===== src/rtl/mem_port_arbiter_if.sv =====
// Pipeline/memory bundle for mem_port_arbiter; "slave" is the arbiter side, "master" the pipeline+memory side.
// Handshake: a requester raises *_req with stable address/data and holds it until it sees the one-cycle *_gnt; the matching *_rvalid pulse later completes the access, so each requester has at most one access in flight.
interface mem_port_arbiter_if #(
  parameter int ADDR_W = 64,
  parameter int DATA_W = 64
);
  logic              if_req;
  logic [ADDR_W-1:0] if_addr;
  logic              if_gnt;
  logic              if_rvalid;
  logic [DATA_W-1:0] if_rdata;

  logic              d_req;
  logic              d_we;
  logic [ADDR_W-1:0] d_addr;
  logic [DATA_W-1:0] d_wdata;
  logic              d_gnt;
  logic              d_rvalid;
  logic [DATA_W-1:0] d_rdata;

  logic              mem_en;
  logic              mem_we;
  logic [ADDR_W-1:0] mem_addr;
  logic [DATA_W-1:0] mem_wdata;
  logic [DATA_W-1:0] mem_rdata;

  modport slave (
    input  if_req, if_addr, d_req, d_we, d_addr, d_wdata, mem_rdata,
    output if_gnt, if_rvalid, if_rdata, d_gnt, d_rvalid, d_rdata,
    output mem_en, mem_we, mem_addr, mem_wdata
  );

  modport master (
    output if_req, if_addr, d_req, d_we, d_addr, d_wdata, mem_rdata,
    input  if_gnt, if_rvalid, if_rdata, d_gnt, d_rvalid, d_rdata,
    input  mem_en, mem_we, mem_addr, mem_wdata
  );
endinterface


===== src/rtl/mem_port_arbiter.sv =====
// Shares one single-ported memory between instruction fetch and load/store; one access in flight, data wins ties.
// Optional macro ARB_STARVE_GUARD_EN lets fetch win after STARVE_MAX consecutive lost arbitrations.
module mem_port_arbiter #(
  parameter int ADDR_W     = 64,
  parameter int DATA_W     = 64,
  parameter int MEM_LAT    = 2,
  parameter int STARVE_MAX = 4
) (
  input  logic                 clk,
  input  logic                 arst_n,
  mem_port_arbiter_if.slave    bus,
  output logic [1:0]           dbg_state_o
);

  typedef enum logic [1:0] {
    S_IDLE  = 2'd0,
    S_ISSUE = 2'd1,
    S_WAIT  = 2'd2,
    S_DONE  = 2'd3
  } state_t;

  localparam logic [3:0] LAT_LOAD = 4'(MEM_LAT);

  if (MEM_LAT < 1 || MEM_LAT > 15) begin : g_bad_mem_lat
    $error("mem_port_arbiter: MEM_LAT=%0d outside legal range 1..15", MEM_LAT);
  end
  if (STARVE_MAX < 1) begin : g_bad_starve_max
    $error("mem_port_arbiter: STARVE_MAX=%0d must be at least 1", STARVE_MAX);
  end

  state_t            state_q;
  logic [3:0]        lat_q;
  logic              owner_data_q;
  logic              owner_we_q;
  logic              if_gnt_q;
  logic              d_gnt_q;
  logic              if_rvalid_q;
  logic              d_rvalid_q;
  logic              mem_en_q;
  logic              mem_we_q;
  logic [ADDR_W-1:0] mem_addr_q;
  logic [DATA_W-1:0] mem_wdata_q;
  logic [DATA_W-1:0] if_rdata_q;
  logic [DATA_W-1:0] d_rdata_q;

  logic sample_en;
  logic any_req;
  logic starve_hit;
  logic win_data;
  logic win_fetch;

  // IDLE and DONE are the only cycles in which new requests are looked at.
  assign sample_en = (state_q == S_IDLE) || (state_q == S_DONE);
  assign any_req   = bus.if_req || bus.d_req;

`ifdef ARB_STARVE_GUARD_EN
  localparam int STARVE_W = $clog2(STARVE_MAX + 1);

  logic [STARVE_W-1:0] starve_q;

  assign starve_hit = bus.if_req && (starve_q == STARVE_W'(STARVE_MAX));

  // Counts arbitrations fetch lost while it was asking; any fetch grant restarts it.
  always_ff @(posedge clk or negedge arst_n) begin
    if (!arst_n) begin
      starve_q <= '0;
    end else if (sample_en && any_req) begin
      if (win_fetch) begin
        starve_q <= '0;
      end else if (bus.if_req) begin
        starve_q <= starve_q + STARVE_W'(1);
      end
    end
  end
`else
  assign starve_hit = 1'b0;
`endif

  assign win_data  = bus.d_req && !starve_hit;
  assign win_fetch = bus.if_req && !win_data;

  always_ff @(posedge clk or negedge arst_n) begin
    if (!arst_n) begin
      state_q      <= S_IDLE;
      lat_q        <= 4'd0;
      owner_data_q <= 1'b0;
      owner_we_q   <= 1'b0;
      if_gnt_q     <= 1'b0;
      d_gnt_q      <= 1'b0;
      if_rvalid_q  <= 1'b0;
      d_rvalid_q   <= 1'b0;
      mem_en_q     <= 1'b0;
      mem_we_q     <= 1'b0;
      mem_addr_q   <= '0;
      mem_wdata_q  <= '0;
      if_rdata_q   <= '0;
      d_rdata_q    <= '0;
    end else begin
      if_gnt_q    <= 1'b0;
      d_gnt_q     <= 1'b0;
      if_rvalid_q <= 1'b0;
      d_rvalid_q  <= 1'b0;
      mem_en_q    <= 1'b0;
      mem_we_q    <= 1'b0;
      case (state_q)
        S_IDLE, S_DONE: begin
          if (any_req) begin
            state_q      <= S_ISSUE;
            owner_data_q <= win_data;
            owner_we_q   <= win_data && bus.d_we;
            if_gnt_q     <= win_fetch;
            d_gnt_q      <= win_data;
            mem_en_q     <= 1'b1;
            mem_we_q     <= win_data && bus.d_we;
            mem_addr_q   <= win_data ? bus.d_addr : bus.if_addr;
            mem_wdata_q  <= (win_data && bus.d_we) ? bus.d_wdata : '0;
          end else begin
            state_q <= S_IDLE;
          end
        end
        S_ISSUE: begin
          lat_q   <= LAT_LOAD;
          state_q <= S_WAIT;
        end
        S_WAIT: begin
          lat_q <= lat_q - 4'd1;
          // Count of 1 marks the cycle in which mem_rdata is valid.
          if (lat_q == 4'd1) begin
            state_q <= S_DONE;
            if (owner_data_q) begin
              d_rvalid_q <= 1'b1;
              d_rdata_q  <= owner_we_q ? '0 : bus.mem_rdata;
            end else begin
              if_rvalid_q <= 1'b1;
              if_rdata_q  <= bus.mem_rdata;
            end
          end
        end
        default: begin
          state_q <= S_IDLE;
        end
      endcase
    end
  end

  assign bus.if_gnt    = if_gnt_q;
  assign bus.if_rvalid = if_rvalid_q;
  assign bus.if_rdata  = if_rdata_q;
  assign bus.d_gnt     = d_gnt_q;
  assign bus.d_rvalid  = d_rvalid_q;
  assign bus.d_rdata   = d_rdata_q;
  assign bus.mem_en    = mem_en_q;
  assign bus.mem_we    = mem_we_q;
  assign bus.mem_addr  = mem_addr_q;
  assign bus.mem_wdata = mem_wdata_q;
  assign dbg_state_o   = state_q;

endmodule


===== src/flat_wrapper.sv =====
// flat-port wrapper written by rule: the top's interface ports become plain ports
module mem_port_arbiter_flat 
#(
  parameter int ADDR_W     = 64,
  parameter int DATA_W     = 64,
  parameter int MEM_LAT    = 2,
  parameter int STARVE_MAX = 4
)
  (clk, arst_n, dbg_state_o, bus_if_req, bus_if_addr, bus_d_req, bus_d_we, bus_d_addr, bus_d_wdata, bus_mem_rdata, bus_if_gnt, bus_if_rvalid, bus_if_rdata, bus_d_gnt, bus_d_rvalid, bus_d_rdata, bus_mem_en, bus_mem_we, bus_mem_addr, bus_mem_wdata);
  mem_port_arbiter_if #(.ADDR_W(ADDR_W), .DATA_W(DATA_W)) bus_i ();
  input  logic clk;
  input  logic arst_n;
  output logic [1:0] dbg_state_o;
  input wire logic [$bits(bus_i.if_req)-1:0] bus_if_req;
  input wire logic [$bits(bus_i.if_addr)-1:0] bus_if_addr;
  input wire logic [$bits(bus_i.d_req)-1:0] bus_d_req;
  input wire logic [$bits(bus_i.d_we)-1:0] bus_d_we;
  input wire logic [$bits(bus_i.d_addr)-1:0] bus_d_addr;
  input wire logic [$bits(bus_i.d_wdata)-1:0] bus_d_wdata;
  input wire logic [$bits(bus_i.mem_rdata)-1:0] bus_mem_rdata;
  output wire logic [$bits(bus_i.if_gnt)-1:0] bus_if_gnt;
  output wire logic [$bits(bus_i.if_rvalid)-1:0] bus_if_rvalid;
  output wire logic [$bits(bus_i.if_rdata)-1:0] bus_if_rdata;
  output wire logic [$bits(bus_i.d_gnt)-1:0] bus_d_gnt;
  output wire logic [$bits(bus_i.d_rvalid)-1:0] bus_d_rvalid;
  output wire logic [$bits(bus_i.d_rdata)-1:0] bus_d_rdata;
  output wire logic [$bits(bus_i.mem_en)-1:0] bus_mem_en;
  output wire logic [$bits(bus_i.mem_we)-1:0] bus_mem_we;
  output wire logic [$bits(bus_i.mem_addr)-1:0] bus_mem_addr;
  output wire logic [$bits(bus_i.mem_wdata)-1:0] bus_mem_wdata;
  assign bus_i.if_req = bus_if_req;
  assign bus_i.if_addr = bus_if_addr;
  assign bus_i.d_req = bus_d_req;
  assign bus_i.d_we = bus_d_we;
  assign bus_i.d_addr = bus_d_addr;
  assign bus_i.d_wdata = bus_d_wdata;
  assign bus_i.mem_rdata = bus_mem_rdata;
  assign bus_if_gnt = bus_i.if_gnt;
  assign bus_if_rvalid = bus_i.if_rvalid;
  assign bus_if_rdata = bus_i.if_rdata;
  assign bus_d_gnt = bus_i.d_gnt;
  assign bus_d_rvalid = bus_i.d_rvalid;
  assign bus_d_rdata = bus_i.d_rdata;
  assign bus_mem_en = bus_i.mem_en;
  assign bus_mem_we = bus_i.mem_we;
  assign bus_mem_addr = bus_i.mem_addr;
  assign bus_mem_wdata = bus_i.mem_wdata;
  mem_port_arbiter #(.ADDR_W(ADDR_W), .DATA_W(DATA_W), .MEM_LAT(MEM_LAT), .STARVE_MAX(STARVE_MAX)) u_core (.clk(clk), .arst_n(arst_n), .bus(bus_i), .dbg_state_o(dbg_state_o));
endmodule

===== config.mk =====
export PLATFORM = sky130hd
export DESIGN_NAME = mem_port_arbiter_flat
export DESIGN_NICKNAME = d
export VERILOG_FILES = /design/src/rtl/mem_port_arbiter_if.sv /design/src/rtl/mem_port_arbiter.sv /design/src/flat_wrapper.sv
export SDC_FILE = /design/constraint.sdc
export NUM_CORES = 1
export LEC_CHECK = 0
export ABC_AREA = 1
export BUFFER_PORTS_ARGS = -buffer_cell sky130_fd_sc_hd__buf_4
export CAP_MARGIN = 15
export CORE_AREA = 5 5 200 202
export DETAILED_ROUTE_END_ITERATION = 10
export DIE_AREA = 0 0 205 207
export GPL_ROUTABILITY_DRIVEN = 0
export PLACE_DENSITY = 0.64
export SYNTH_ARGS = -nofsm -noshare
export SYNTH_HDL_FRONTEND = slang
export SYNTH_SLANG_ARGS = --single-unit

===== constraint.sdc =====
create_clock -name clk -period 1.6 [get_ports clk]
set_input_delay 0.32 -clock clk [delete_from_list [all_inputs] [get_ports clk]]
set_output_delay 0.32 -clock clk [all_outputs]
set_load 0.005 [all_outputs]

==> metrics.txt, run 1 <==
# TYPE chip_impl_metric gauge
chip_impl_metric{name="areaGrowthSynthToFinish",unit="%"} 62.2
chip_impl_metric{name="power.leakage",unit="nW"} 10.7
chip_impl_metric{name="die_area",unit="µm²"} 42400
chip_impl_metric{name="postPlaceCellArea",unit="µm²"} 16900
chip_impl_metric{name="skew",unit="ps"} 21.9
chip_impl_metric{name="total_nets_after_synthesis",unit=""} 1782
chip_impl_metric{name="syn-instance-count",unit=""} 1518
chip_impl_metric{name="placement.io_buffers",unit=""} 524
chip_impl_metric{name="synthMuxAreaShare",unit="%"} 0
chip_impl_info{name="rr_startpoint",value="u_core.lat_q[1]"} 1
chip_impl_metric{name="groute.usage.overall",unit="%"} 20.2
chip_impl_info{name="path_cells",value="buf_4 > buf_4"} 1
chip_impl_info{name="cts_root_buf",value="clkbuf_16"} 1
chip_impl_metric{name="worst_reg_to_reg_path_cell_count",unit=""} 9
chip_impl_metric{name="die_w",unit="µm"} 205
chip_impl_metric{name="drt-vias-per-instance",unit=""} 4.65
chip_impl_metric{name="adder_cell_fraction_of_synth_area",unit="%"} 0.312
chip_impl_metric{name="synthesis.area",unit="µm²"} 12000
chip_impl_metric{name="syn-mean-instance-area",unit="µm²"} 7.92
chip_impl_metric{name="routedWlPerCell",unit="µm"} 17.0
chip_impl_metric{name="register_area",unit="µm²"} 6760
chip_impl_metric{name="grt_pass1_vias",unit=""} 12500
chip_impl_info{name="leading_cell_type_by_number_of_instances_after_synthesis",value="nand2_1"} 1
chip_impl_metric{name="timing.final.hold_violations",unit=""} 0
chip_impl_metric{name="final_max_slew_viol_count",unit=""} 0
chip_impl_info{name="timing.critical_path.mode_cell",value="buf_4"} 1
chip_impl_info{name="outcome",value="completed"} 1
chip_impl_metric{name="use_met1",unit="%"} 25.3
chip_impl_info{name="path_class",value="reg2out"} 1
chip_impl_metric{name="layout_worst_path_cycle_share",unit="%"} 95.9
chip_impl_metric{name="drv.max_cap_violation_count",unit=""} 0
chip_impl_metric{name="yosysWarnings",unit=""} 0
chip_impl_metric{name="drtPass1Iterations",unit=""} 5
chip_impl_metric{name="floorplan.die.height",unit="µm"} 207
chip_impl_info{name="synthFlopType",value="dfrtp_1"} 1
chip_impl_metric{name="grt_use_met3",unit="%"} 4.07
chip_impl_metric{name="drt_drc_violations_left",unit=""} 0
chip_impl_metric{name="cts.sink_count",unit=""} 270
chip_impl_metric{name="start_util",unit="%"} 31.6
chip_impl_info{name="end_kind",value="primary output"} 1
chip_impl_metric{name="fp.coreArea",unit="µm²"} 38100
chip_impl_metric{name="fmaxAchievable",unit="MHz"} 652
chip_impl_metric{name="synth_simple_gate_area_share",unit="%"} 31.9
chip_impl_metric{name="cts.clk_slew.worst_paths",unit="ps"} 60
chip_impl_metric{name="path_max_fanout",unit=""} 2
chip_impl_metric{name="grt_max_degree",unit=""} 89
chip_impl_info{name="synthTopCellsByArea",value="dfrtp_1 (56%), nand2_1 (19%), nand3_1 (11%)"} 1
chip_impl_metric{name="grt_first_pass_wirelength",unit="µm"} 69700
chip_impl_metric{name="floorplan.rows",unit=""} 72
chip_impl_metric{name="worst_path_largest_cell_delay",unit="ps"} 370
chip_impl_metric{name="routed_wirelength",unit="µm"} 45900
chip_impl_metric{name="max_slew.worst_pin.slew",unit="ps"} 456
chip_impl_metric{name="synth_xor_area_share",unit="%"} 0
chip_impl_metric{name="post-synth-top-area-fraction",unit="%"} 56.2
chip_impl_metric{name="fillers",unit=""} 3496
chip_impl_metric{name="max-clock-path-buffers",unit=""} 3
chip_impl_metric{name="insertedDiodeCount",unit=""} 0
chip_impl_metric{name="clk-insertion-delay-late",unit="ps"} 560
chip_impl_metric{name="final_core_utilization",unit="%"} 51.2
chip_impl_metric{name="detail-route-antenna-nets",unit=""} 0
chip_impl_info{name="tritoncts",value="yes"} 1
chip_impl_info{name="min-delay-path-class",value="in2reg"} 1
chip_impl_metric{name="detailed_place_hpwl",unit="µm"} 31600
chip_impl_metric{name="p_per_area",unit="nW/µm²"} 1740
chip_impl_metric{name="cts-buffers-inserted",unit=""} 30
chip_impl_metric{name="use_met2",unit="%"} 33.9
chip_impl_metric{name="critical_path_arrival",unit="ps"} 1210
chip_impl_metric{name="seq_total_area_yosys",unit="%"} 56.2
chip_impl_info{name="rr_endpoint",value="u_core.bus.d_rdata[25]"} 1
chip_impl_metric{name="vdd.ir_drop.worst",unit="mV"} 0.946
chip_impl_metric{name="setup_viol",unit=""} 0
chip_impl_metric{name="r2r_setup_slack",unit="ps"} 70
chip_impl_metric{name="timing.slew.headroom",unit="%"} 69.6
chip_impl_info{name="synth_area_leader_cell",value="dfrtp_1"} 1
chip_impl_metric{name="grt_overflow_total",unit=""} 0
chip_impl_metric{name="finalPower",unit="mW"} 34.0
chip_impl_metric{name="cts-htree-levels",unit=""} 1
chip_impl_metric{name="yosys.cell_types.count",unit=""} 15
chip_impl_metric{name="register_bit_count_reported_by_yosys",unit=""} 270
chip_impl_info{name="hold_path_startpoint",value="bus_mem_rdata[45]"} 1
chip_impl_metric{name="async_reset_ff_share",unit="%"} 100
chip_impl_metric{name="fin_tns_setup",unit="ps"} 0
chip_impl_metric{name="data_required_time_at_the_worst_endpoint",unit="ps"} 1280
chip_impl_metric{name="multi_input_area",unit="µm²"} 4300
chip_impl_metric{name="drtIter0Drc",unit=""} 755
chip_impl_info{name="dominant_combinational_cell_family_by_area_after_synthesis",value="simple AND/OR/NAND/NOR gates"} 1
chip_impl_info{name="netlist_top_cells_count",value="nand2_1 (594), dfrtp_1 (270), nand3_1 (264), inv_1 (136), nor2_1 (74)"} 1
chip_impl_metric{name="layout.nets",unit=""} 2421
chip_impl_info{name="cp_slowest_cell",value="dfrtp_1"} 1
chip_impl_metric{name="synth_compound_gate_area_share",unit="%"} 2.88
chip_impl_metric{name="drive_above_1_share",unit="%"} 30.7
chip_impl_metric{name="synth-edff-count",unit=""} 0
chip_impl_info{name="critical_path_source_type",value="flip-flop"} 1
chip_impl_metric{name="post-route-min-period",unit="ps"} 1530
chip_impl_metric{name="io-pin-count",unit=""} 525
chip_impl_metric{name="antenna_found_initial",unit=""} 0
chip_impl_metric{name="vias_after_detailed_routing",unit=""} 12500
chip_impl_metric{name="final_area",unit="µm²"} 19500
chip_impl_info{name="grt.busiest_layer",value="met2"} 1
chip_impl_metric{name="hold_depth",unit=""} 3
chip_impl_info{name="min_to",value="u_core.bus.if_rdata[45]"} 1
critical path: cells and delay by family, from the launching register on:
kind | cells | cell delay, ps
buf+inv | 2 | 270
flops | 1 | 370
worst max path at each step:
stage,from,endpoint,slack [ps],cells after the start
after floorplan,u_core.dbg_state_o[0],u_core.bus.mem_wdata[25],10,7
after global placement,u_core.dbg_state_o[1],u_core.bus.mem_addr[36],-4,6
after detailed placement,u_core.dbg_state_o[1],u_core.bus.mem_addr[3],-90,6
after CTS,u_core.dbg_state_o[1],u_core.bus.mem_addr[16],6,6
after global routing,u_core.lat_q[1],u_core.bus.d_rdata[14],-5,9
final,u_core.dbg_state_o[0],dbg_state_o[0],70,2
where the power goes:
group | internal (mW) | switching (mW) | leakage (nW)
sequential | 9.81 | 1.88 | 3.20
clock | 4.97 | 2.95 | 0.566
combinational | 7.04 | 7.34 | 6.89
what timing repair did:
item / 4_1_cts / 5_1_grt
hold endpoints to repair: 144 / 0
gates cloned: 0 / 6
endpoints found under the setup margin: 104 / 167
hold buffers: 116 / 0
resized for setup: 2 / 11
pin swaps: 0 / 5
buffers inserted: 0 / 8
cells in the final DEF (no fill, tap or decap), drive strengths merged:
cell         count
bufinv           8
clkbuf          41
a31oi            1
o21ai           66
nand3          264
nand2          595
clkinv          10
dlygate4sd3    116
dfrtp          270
a21oi            2
ha               3
nor2            74
buf            590
clkinvlp         2
inv            139
cell families (layout without fill, tap and decap cells):
logic type	count (synthesis)	after routing
compound gates	69	69
fa+ha+maj	3	3
buf+inv	243	906
flops	270	270
simple gates	933	933
final cells by class:
class / count / area share [%]
clock buffer: 35 / 4.20
clock inverter: 21 / 1.73
inverter: 138 / 2.66
multi-input combinational: 1005 / 22.1
sequential: 270 / 34.7
tap: 518 / 3.32
timing repair buffer: 712 / 31.4
state kept, by name, summed over array words and instances (netlist names), 2 cells and up:
name,flops
u_core.bus.d_rdata,64
u_core.bus.if_rdata,64
u_core.bus.mem_addr,64
u_core.bus.mem_wdata,64
u_core.lat_q,4
u_core.dbg_state_o,2
per-layer routing:
metal  vias up  share of wire, %
li1       6002                 -
met4         0               4.4
met3       101               8.2
met1      5846                39
met5         -                 0
met2       594                49
stage by stage:
step | std cells | worst slack (ps) | hold WS, ps
5_1_grt | 2699 | -5.49 | 17.7
4_1_cts | 2685 | 5.55 | 0.304
3_5_place_dp | 2513 | -85.1 | 269
6_report | 2699 | 65.4 | 25.2
2_1_floorplan | 1518 | 12.8 | 24.4
3_3_place_gp | 2513 | -4.45 | 271
Note: power is estimated with default switching activity, not from simulation.
==> run 2, diff against run 1 <==
--- a/config.mk
+++ b/config.mk
@@ -8,11 +8,15 @@
 export ABC_AREA = 1
 export BUFFER_PORTS_ARGS = -buffer_cell sky130_fd_sc_hd__buf_4
 export CAP_MARGIN = 15
-export CORE_AREA = 5 5 200 202
+export CELL_PAD_IN_SITES_DETAIL_PLACEMENT = 0
+export CELL_PAD_IN_SITES_GLOBAL_PLACEMENT = 2
+export CORE_ASPECT_RATIO = 1.1
+export CORE_MARGIN = 5
+export CORE_UTILIZATION = 24
+export CTS_BUF_LIST = sky130_fd_sc_hd__clkbuf_4
 export DETAILED_ROUTE_END_ITERATION = 10
-export DIE_AREA = 0 0 205 207
 export GPL_ROUTABILITY_DRIVEN = 0
-export PLACE_DENSITY = 0.64
+export PLACE_DENSITY = 0.83
 export SYNTH_ARGS = -nofsm -noshare
 export SYNTH_HDL_FRONTEND = slang
 export SYNTH_SLANG_ARGS = --single-unit
==> run 2 against run 1 <==
  * The run now ends with setup timing left
  * Wire length increased by 15%
  * First-iteration DRC count decreased by 11%
  * Power is 12% higher
  * Via count increased by 9.9%
  * Sequential share of layout area is 5.5 points lower
  * Global-route usage fell by 2.4 points
  * Setup slack worse by 150 ps
  * Combinational power is 37% higher
  * Clock skew up 23 ps
  * Register-to-register slack is essentially flat
  * Fmax fell by 9.1%
  * Cell count up 19%
  * Critical path type unchanged
  * Largest cell class is now buffers
  * Largest power group unchanged
==> metrics.txt, run 2 (synthesized netlist as in run 1, its figures left out) <==
# TYPE chip_impl_metric gauge
chip_impl_metric{name="postPlaceCellArea",unit="µm²"} 17300
chip_impl_metric{name="antenna_found_initial",unit=""} 4
chip_impl_info{name="cts_root_buf",value="clkbuf_4"} 1
chip_impl_metric{name="fmaxAchievable",unit="MHz"} 592
chip_impl_metric{name="worst_path_largest_cell_delay",unit="ps"} 380
chip_impl_metric{name="final_area",unit="µm²"} 23200
chip_impl_metric{name="grt_first_pass_wirelength",unit="µm"} 78300
chip_impl_metric{name="drive_above_1_share",unit="%"} 34.5
chip_impl_info{name="cp_top_family",value="flip-flops"} 1
chip_impl_metric{name="setup_viol",unit=""} 96
chip_impl_metric{name="die_area",unit="µm²"} 54700
chip_impl_info{name="path_class",value="reg2out"} 1
chip_impl_metric{name="net_sw_share",unit="%"} 36.2
chip_impl_metric{name="vias_after_detailed_routing",unit=""} 13800
chip_impl_metric{name="skew",unit="ps"} 45.3
chip_impl_info{name="path_cells",value="buf_6 > buf_6"} 1
chip_impl_metric{name="cts.clk_slew.worst_paths",unit="ps"} 50
chip_impl_info{name="violations_in_the_final_reports",value="setup timing"} 1
chip_impl_metric{name="die_w",unit="µm"} 223
chip_impl_metric{name="r2r_setup_slack",unit="ps"} 60
chip_impl_metric{name="critical_path_arrival",unit="ps"} 1370
chip_impl_metric{name="detailed_place_hpwl",unit="µm"} 34800
chip_impl_metric{name="max-clock-path-buffers",unit=""} 3
chip_impl_metric{name="floorplan.rows",unit=""} 86
chip_impl_info{name="cp_slowest_cell",value="dfrtp_1"} 1
chip_impl_info{name="timing.critical_path.mode_cell",value="buf_6"} 1
chip_impl_metric{name="hold_depth",unit=""} 4
chip_impl_metric{name="groute.usage.overall",unit="%"} 17.8
chip_impl_metric{name="layout.nets",unit=""} 2763
chip_impl_metric{name="combinational_group_share_of_total_power",unit="%"} 51.6
chip_impl_metric{name="routed_wirelength",unit="µm"} 52700
chip_impl_metric{name="routedWlPerCell",unit="µm"} 16.4
chip_impl_metric{name="final_core_utilization",unit="%"} 46.6
chip_impl_metric{name="final_max_slew_viol_count",unit=""} 0
chip_impl_info{name="rr_startpoint",value="u_core.dbg_state_o[1]"} 1
chip_impl_metric{name="post-route-min-period",unit="ps"} 1690
chip_impl_metric{name="multi_input_area",unit="µm²"} 4350
chip_impl_metric{name="grt_overflow_total",unit=""} 0
chip_impl_metric{name="number_of_buffer_and_inverter_instances_along_the_worst_setup_path",unit=""} 2
chip_impl_info{name="critical_path_source_type",value="flip-flop"} 1
chip_impl_metric{name="placement.io_buffers",unit=""} 524
chip_impl_metric{name="power_frac_clock",unit="%"} 16.3
chip_impl_metric{name="detail-route-antenna-nets",unit=""} 0
chip_impl_metric{name="drtIter0Drc",unit=""} 674
chip_impl_info{name="setup.worst_path.start",value="u_core.dbg_state_o[1]"} 1
chip_impl_metric{name="setup_ws",unit="ps"} -88.0
chip_impl_metric{name="data_required_time_at_the_worst_endpoint",unit="ps"} 1280
chip_impl_metric{name="drtPass1Iterations",unit=""} 5
chip_impl_metric{name="drt-vias-per-instance",unit=""} 4.30
chip_impl_metric{name="cts.sink_count",unit=""} 270
chip_impl_metric{name="seqPwrFrac",unit="%"} 32.1
chip_impl_info{name="min-delay-path-class",value="in2reg"} 1
chip_impl_info{name="end_kind",value="primary output"} 1
chip_impl_metric{name="p_int",unit="mW"} 24.3
chip_impl_metric{name="drt_drc_violations_left",unit=""} 0
chip_impl_metric{name="timing.slew.headroom",unit="%"} 66.8
chip_impl_metric{name="cts-htree-levels",unit=""} 3
chip_impl_metric{name="timing.final.hold_violations",unit=""} 0
chip_impl_metric{name="cts-buffers-inserted",unit=""} 79
chip_impl_metric{name="layout_worst_path_cycle_share",unit="%"} 106
chip_impl_info{name="outcome",value="complete, but fails checks"} 1
chip_impl_metric{name="fp.coreArea",unit="µm²"} 49800
chip_impl_metric{name="power.net_switching",unit="mW"} 13.8
chip_impl_metric{name="max_slew.worst_pin.slew",unit="ps"} 498
chip_impl_metric{name="io-pin-count",unit=""} 525
chip_impl_metric{name="areaGrowthSynthToFinish",unit="%"} 92.9
chip_impl_metric{name="start_util",unit="%"} 24.1
chip_impl_metric{name="worst_reg_to_reg_path_cell_count",unit=""} 8
chip_impl_metric{name="register_area",unit="µm²"} 6760
chip_impl_info{name="tritoncts",value="yes"} 1
chip_impl_metric{name="fillers",unit=""} 4828
chip_impl_metric{name="grt_max_degree",unit=""} 78
chip_impl_info{name="min_to",value="u_core.bus.mem_wdata[35]"} 1
chip_impl_metric{name="vdd.ir_drop.worst",unit="mV"} 0.883
chip_impl_info{name="grt_setup_unrepaired",value="yes"} 1
chip_impl_metric{name="drv.max_cap_violation_count",unit=""} 0
chip_impl_metric{name="grt_pass1_vias",unit=""} 14400
chip_impl_metric{name="power.leakage",unit="nW"} 12.3
chip_impl_info{name="hold_path_startpoint",value="bus_d_wdata[35]"} 1
chip_impl_metric{name="path_max_fanout",unit=""} 2
chip_impl_info{name="layout_common_cells",value="nand2_1 (591), buf_4 (426), buf_6 (272)"} 1
chip_impl_metric{name="p_per_area",unit="nW/µm²"} 1640
chip_impl_metric{name="clk-insertion-delay-late",unit="ps"} 750
chip_impl_metric{name="floorplan.die.height",unit="µm"} 245
chip_impl_info{name="layout_commonest_cell",value="nand2_1"} 1
chip_impl_info{name="rr_endpoint",value="u_core.bus.mem_wdata[51]"} 1
==> run 2: cell types whose count changed in the layout (fill, tap and decap cells not counted), sizes merged <==
cell | before | now
clkbuf | 41 | 114
diode | 0 | 7
dlygate4sd3 | 116 | 262
bufinv | 8 | 1
buf | 590 | 733
inv | 139 | 141
clkinv | 10 | 11
==> run 2: layout make-up <==
type | instances | area share [%]
clock inverter | 17 | 0.475
sequential | 270 | 29.1
antenna | 7 | 0.0755
tap | 660 | 3.56
multi-input combinational | 1005 | 18.7
inverter | 138 | 2.23
clock buffer | 104 | 3.37
timing repair buffer | 1005 | 42.4
==> run 2: worst max path at each step <==
stage / to / slack [ps] / cells after the start
global placement: u_core.bus.mem_wdata[4] / 70 / 7
CTS: dbg_state_o[0] / -240 / 2
global route: dbg_state_o[1] / -260 / 2
floorplan: u_core.bus.mem_wdata[25] / 10 / 7
detailed placement: u_core.bus.mem_wdata[28] / 20 / 6
finish: dbg_state_o[1] / -90 / 2
==> run 2: power by group through the flow <==
stage          Clock [mW]  Combinational (mW)  Sequential (mW)
2_1_floorplan           0                5.73             11.6
3_3_place_gp            0                14.6             11.7
3_5_place_dp            0                14.7             11.7
4_1_cts              6.58                18.2             12.2
5_1_grt              6.96                21.4             12.6
6_report             6.22                19.7             12.2
==> run 2: stage by stage <==
stage / worst slack, ps / std cells / hold WS [ps] / total power, mW / setup TNS, ps
global placement: 67.0 / 2675 / 207 / 26.3 / 0
floorplan: 12.8 / 1518 / 24.4 / 17.4 / 0
global route: -262 / 3206 / 158 / 41.0 / -39640
detailed placement: 22.6 / 2675 / 207 / 26.4 / 0
CTS: -237 / 3132 / 73.0 / 36.9 / -34260
finish: -88.0 / 3206 / 289 / 38.2 / -1250
==> run 2: worst register-to-register path: stages, from the launching register on <==
cell and delay (ps):
dfrtp_1 380, buf_4 140, ha_4 340, inv_2 80, nor2_4 100, buf_12 140
buf_12 160, nand2_1 90, nand2_1 60
==> run 2: what timing repair did <==
| action | CTS | global route |
|---|---|---|
| setup endpoints to repair | 264 | 356 |
| pin swaps | 0 | 5 |
| gates resized for setup | 268 | 24 |
| buffers inserted | 74 | 57 |
| cloned | 0 | 10 |
| hold endpoints to repair | 530 | 17 |
| hold buffers | 262 | 1 |
==> run 2: metal layers <==
| metal | global-route usage (%) | vias up | share of wire [%] |
|---|---|---|---|
| met3 | 6.70 | 97 | 9.1 |
| met1 | 21.5 | 6418 | 41 |
| met5 | 0 | - | 0 |
| met4 | 6.96 | 0 | 3.2 |
| met2 | 28.7 | 557 | 47 |
| li1 | - | 6712 | - |
